## config.mk

```make
export PLATFORM = sky130hd
export DESIGN_NAME = mem_port_arbiter
export DESIGN_NICKNAME = d
export VERILOG_FILES = /design/src/rtl/minisrc_mem_pkg.sv /design/src/rtl/mem_arb_select.sv /design/src/rtl/mem_port_arbiter.sv
export SDC_FILE = /design/constraint.sdc
export NUM_CORES = 1
export LEC_CHECK = 0
export CAP_MARGIN = 20
export CORE_AREA = 2 2 112 114
export CTS_CLUSTER_SIZE = 10
export DETAILED_ROUTE_END_ITERATION = 6
export DIE_AREA = 0 0 114 116
export PLACE_DENSITY = 0.91
export SYNTH_ARGS = -nofsm -noshare
export SYNTH_HDL_FRONTEND = slang
export SYNTH_SLANG_ARGS = --single-unit
```

## constraint.sdc

```tcl
create_clock -name clk -period 4.7 [get_ports clk]
set_input_delay 0.705 -clock clk [delete_from_list [all_inputs] [get_ports clk]]
set_output_delay 0.705 -clock clk [all_outputs]
set_load 0.005 [all_outputs]
```

## src/rtl/minisrc_mem_pkg.sv

```systemverilog
// Shared encodings and default widths for the RAM port arbiter.
package minisrc_mem_pkg;

    localparam int unsigned DEFAULT_AW = 9;
    localparam int unsigned DEFAULT_DW = 32;

    // Arbiter FSM state encoding
    localparam logic [1:0] IDLE  = 2'd0;
    localparam logic [1:0] ISSUE = 2'd1;
    localparam logic [1:0] WAIT  = 2'd2;
    localparam logic [1:0] DONE  = 2'd3;

    // Transaction owner encoding
    localparam logic OWN_CPU = 1'b0;
    localparam logic OWN_DMA = 1'b1;

endpackage

```

## src/rtl/mem_arb_select.sv

```systemverilog
// Owner selection: CPU wins conflicts until DMA has lost MAX_WAIT in a row.
module mem_arb_select
    import minisrc_mem_pkg::*;
#(
    parameter int unsigned MAX_WAIT = 4
) (
    input  logic clk,
    input  logic clr,
    input  logic cpu_req,
    input  logic dma_req,
    input  logic grant_en,
    output logic owner
);

    localparam int unsigned CW = (MAX_WAIT > 0) ? $clog2(MAX_WAIT + 1) : 1;
    localparam logic [CW-1:0] CntMax = CW'(MAX_WAIT);

    logic [CW-1:0] starve_q, starve_d;

    // Owner decision; with MAX_WAIT=0 the counter sits at its max so DMA always wins
    always_comb begin
        owner = OWN_CPU;
        if (dma_req && (!cpu_req || (starve_q == CntMax))) begin
            owner = OWN_DMA;
        end
    end

    // Count conflicts lost by DMA (saturating); any DMA grant clears the count
    always_comb begin
        starve_d = starve_q;
        if (grant_en) begin
            if (owner == OWN_DMA) begin
                starve_d = '0;
            end else if (dma_req && (starve_q != CntMax)) begin
                starve_d = starve_q + CW'(1);
            end
        end
    end

    // Starvation counter register
    always_ff @(posedge clk or negedge clr) begin
        if (!clr) begin
            starve_q <= '0;
        end else begin
            starve_q <= starve_d;
        end
    end

endmodule

```

## src/rtl/mem_port_arbiter.sv

```systemverilog
// Serialises CPU and DMA accesses onto the single-port RAM, one at a time.
module mem_port_arbiter
    import minisrc_mem_pkg::*;
#(
    parameter int unsigned AW       = DEFAULT_AW,
    parameter int unsigned DW       = DEFAULT_DW,
    parameter int unsigned RD_LAT   = 1,
    parameter int unsigned MAX_WAIT = 4
) (
    input  logic          clk,
    input  logic          clr,
    input  logic          cpu_req,
    input  logic          cpu_we,
    input  logic [AW-1:0] cpu_addr,
    input  logic [DW-1:0] cpu_wdata,
    output logic          cpu_ack,
    output logic [DW-1:0] cpu_rdata,
    output logic          cpu_stall,
    input  logic          dma_req,
    input  logic          dma_we,
    input  logic [AW-1:0] dma_addr,
    input  logic [DW-1:0] dma_wdata,
    output logic          dma_ack,
    output logic [DW-1:0] dma_rdata,
    output logic          ram_rd,
    output logic          ram_wr,
    output logic [AW-1:0] ram_addr,
    output logic [DW-1:0] ram_wdata,
    input  logic [DW-1:0] ram_rdata,
    output logic          busy
);

    localparam int unsigned WCW = (RD_LAT > 1) ? $clog2(RD_LAT) : 1;
    localparam logic [WCW-1:0] WaitLast = WCW'(RD_LAT - 1);

    logic [1:0]     state_q, state_d;
    logic           owner_q, we_q, sel_owner, grant_en;
    logic [AW-1:0]  addr_q;
    logic [DW-1:0]  wdata_q, cpu_rdata_q, dma_rdata_q;
    logic [WCW-1:0] wait_q;
    logic           in_issue, in_done, wait_last;

    assign grant_en  = (state_q == IDLE) && (cpu_req || dma_req);
    assign in_issue  = (state_q == ISSUE);
    assign in_done   = (state_q == DONE);
    assign wait_last = (state_q == WAIT) && (wait_q == '0);

    mem_arb_select #(
        .MAX_WAIT (MAX_WAIT)
    ) u_select (
        .clk      (clk),
        .clr      (clr),
        .cpu_req  (cpu_req),
        .dma_req  (dma_req),
        .grant_en (grant_en),
        .owner    (sel_owner)
    );

    // FSM next state
    always_comb begin
        state_d = state_q;
        unique case (state_q)
            IDLE:    if (cpu_req || dma_req) state_d = ISSUE;
            ISSUE:   state_d = we_q ? DONE : WAIT;
            WAIT:    if (wait_q == '0) state_d = DONE;
            DONE:    state_d = IDLE;
            default: state_d = IDLE;
        endcase
    end

    // State, grant latches and read-latency counter
    always_ff @(posedge clk or negedge clr) begin
        if (!clr) begin
            state_q <= IDLE;
            owner_q <= OWN_CPU;
            we_q    <= 1'b0;
            addr_q  <= '0;
            wdata_q <= '0;
            wait_q  <= '0;
        end else begin
            state_q <= state_d;
            if (grant_en) begin
                owner_q <= sel_owner;
                we_q    <= (sel_owner == OWN_DMA) ? dma_we    : cpu_we;
                addr_q  <= (sel_owner == OWN_DMA) ? dma_addr  : cpu_addr;
                wdata_q <= (sel_owner == OWN_DMA) ? dma_wdata : cpu_wdata;
            end
            if (in_issue) begin
                wait_q <= WaitLast;
            end else if ((state_q == WAIT) && (wait_q != '0)) begin
                wait_q <= wait_q - WCW'(1);
            end
        end
    end

    // Read data capture at the last WAIT edge; each register only moves on its own reads
    always_ff @(posedge clk or negedge clr) begin
        if (!clr) begin
            cpu_rdata_q <= '0;
            dma_rdata_q <= '0;
        end else if (wait_last) begin
            if (owner_q == OWN_CPU) begin
                cpu_rdata_q <= ram_rdata;
            end else begin
                dma_rdata_q <= ram_rdata;
            end
        end
    end

    // RAM strobes and bus are only driven during ISSUE; acks pulse in DONE
    always_comb begin
        ram_rd    = in_issue && !we_q;
        ram_wr    = in_issue && we_q;
        ram_addr  = in_issue ? addr_q  : '0;
        ram_wdata = in_issue ? wdata_q : '0;
        cpu_ack   = in_done && (owner_q == OWN_CPU);
        dma_ack   = in_done && (owner_q == OWN_DMA);
        // Gated by clr so every output reads 0 while reset is held
        cpu_stall = cpu_req && !cpu_ack && clr;
        busy      = (state_q != IDLE);
    end

    assign cpu_rdata = cpu_rdata_q;
    assign dma_rdata = dma_rdata_q;

endmodule

```

==> qor.txt <==
Outcome: complete, no violations
Critical Path End Type: output port
Synth unique cells: 30
Grt ovf: 0
Mapped Nets: 592
Final worst path period share: 64.9%
Number of global-route vias before repair: 4732
Clock Latency Late Sink: 0.40 ns
Residual DRC: 0
Final Total Pwr: 5.39 mW
Cell area power density: 644 nW/µm²
Clock Tree Root: clkbuf_16
Combinational power share: 43.2%
Syn Area/Cell: 11.5 µm²
Die Area: 13200 µm²
Setup_tns: 0 ns
Critical Path Start Type: register
Rel. slew slack: 30.1%
Multi-input combinational cell area: 2350 µm²
Min Clock Period, post-route: 3.05 ns
Maximum clock path buffer count: 2
Number of port buffers: 230
Fmax: 328 MHz
Synth-to-layout area growth: 55.9%
Area of the core: 11900 µm²
CTS tree: built
Initial Util: 45.1%
Yosys top cell area share: 52.6%
Die Span X: 114 µm
Slowest-stage cell, CP: clkdlybuf4s50_1
Final Hold Violating Endpoints: 0
Setup violators final: 0
Routed Antenna Nets: 0
Post-synth EDFFs: 0
NetSw: 1.75 mW
Leak Pwr: 3.52 nW
Htree depth: 4
Ranking of synthesized cells by area: dfrtp_1, mux2_1, o211ai_2, nand2_1, and2_1
CTS Buf Count: 17
Gpl congestion: 0.819
Post-CTS sizing: 0
Max Fanout on Critical Path: 33
Largest net degree at the start of global routing: 62
Actual slew at the worst max-slew pin: 1.04 ns
Peak supply drop: 308 µV
Async set-reset flop share out of synthesis: 100%
Drt total wl: 15.2 mm
Share of cells above drive strength 1: 13.0%
Clock-pin slew on the worst setup and hold paths: 0.06 ns
CP max stage delay: 0.52 ns
Iteration-0 DRC Markers: 356
Vias per cell: 5.37
IO Count: 231
MaxCap Viol Count: 0
Synthesized area: 5380 µm²
RSZ-0062 raised after global routing: false
Nets: 811
Sequential power share: 32.6%
GRT Total Usage: 23.6%
Postcts setup bufs: 0
Worst Path Arrival: 2.34 ns
Site Rows: 40
Ant. Diodes: 0
Final Skew: 0.0168 ns
1st-pass router iterations: 4
Switch share: 32.4%
Fillers: 795
Worst Path Required: 3.99 ns
CP cell instances: inv_1, ha_1, buf_16, nor2b_1, clkdlybuf4s50_1
Hold Path Class: primary input to asynchronous set/reset pin
YS warnings: 0
Leading area contributor after synthesis: dfrtp_1
Max-slew violations: 0
FF/Latch Area: 2830 µm²
Seq/Total Area, Yosys: 52.6%
Ys flop type: dfrtp_1
Kind of critical path: register to output port
First-pass GRT wire length: 24.2 mm
Vert. Die Dim: 116 µm
Vias: 4541
Initial antenna violation count: 0
Yosys reg bits: 113
Post-DR wirelength/cell: 17.9 µm
Hold Buf Count CTS: 0
Final HPWL DP: 10.8 mm
Pint: 3.64 mW
Syn Inst Count: 466
Clock share of power: 24.2%
Clock Sinks: 113
==> cell usage after synthesis (all sizes together), types with 6 or more instances <==
cell type and n:
buf 14, inv 6, clkbuf 25, mux2 66, dfrtp 113, ha 6, nand4 42, nand2 89
and2 43, o211ai 43
==> final cells by class <==
class	count	share of cell area (%)
Tap cell	147	2.20
Multi-Input combinational cell	308	28.1
Clock inverter	15	2.20
Clock buffer	17	5.08
Timing Repair Buffer	239	28.4
Sequential cell	113	33.8
Inverter	6	0.269
==> sequential cells by signal (all words and copies together), names as in the netlist <==
register           cells
dma_rdata             32
wait_q                 1
state_q                2
cpu_rdata             32
u_select.starve_q      3
wdata_q               32
addr_q                 9
owner_q                1
we_q                   1
==> power by group through the flow <==
stage                     registers [mW]  logic (mW)  clock network (mW)
after floorplan                     1.71        1.10                   0
after global placement              1.72        2.24                   0
after detailed placement            1.75        2.35                   0
after CTS                           1.75        2.36                1.33
after global routing                1.81        2.53                1.39
final                               1.76        2.33                1.31
==> layout by cell type, fill, tap and decap left out, types with 3 or more instances in the layout <==
cell type          n
clkinv_2           3
dfrtp_1          113
clkinv_4           3
inv_1              5
inv_6              3
clkbuf_16         17
mux2_1            62
o211ai_2          38
buf_4              9
bufinv_16          3
mux2_2             4
nand4_1           42
o211ai_1           5
nand2_1           89
ha_1               5
and2_1            42
clkdlybuf4s50_1  228
==> layer usage <==
metal / track usage [%] / up-vias / share of wire [%]
met5: 0 / - / 0
met4: 7.97 / 0 / 1.1
met3: 5.07 / 14 / 7.5
met2: 39.9 / 242 / 49
met1: 30.2 / 2193 / 42
li1: - / 2092 / -
==> critical path, delay by kind of cell (launching register included) <==
kind,cells,cell delay (ns)
DFF,1,0.43
buffers and inverters,3,0.86
and+or+nand+nor,1,0.18
adders and majority gates,1,0.47
==> final timing paths <==
check                        startpoint             to  slack, ns  cells past startpoint
setup / recovery             state_q[1]         ram_rd       1.65                      5
hold / removal                      clr  cpu_rdata[24]       0.34                      1
setup reg to reg             state_q[1]      addr_q[2]       2.25                      6
hold reg to reg            cpu_rdata[0]   cpu_rdata[0]       0.48                      1
max in group asynchronous           clr    wdata_q[30]       3.16                      2
min in group clk           cpu_rdata[0]   cpu_rdata[0]       0.48                      1
==> stage by stage <==
stage               instance area, µm²  util (%)  hold slack (ns)  setup slack [ns]  cells
floorplan                         5380         -            0.409              2.92    466
global placement                  7740      65.0            0.460              1.67    812
detailed placement                7770      65.2            0.465              1.77    813
CTS                               8380      70.3            0.355              1.60    845
global route                      8380      70.3            0.399              1.53    845
finish                            8380      70.3            0.343              1.65    845
==> kinds of logic after synthesis <==
family                     synth area share [%]
DFF                                        52.6
muxes                                      13.8
and+or+nand+nor                            17.3
AOI/OAI and AO/OA                          10.8
buffers and inverters                      4.03
adders and majority gates                  1.40
No activity file was read; power rests on OpenSTA's default activity.
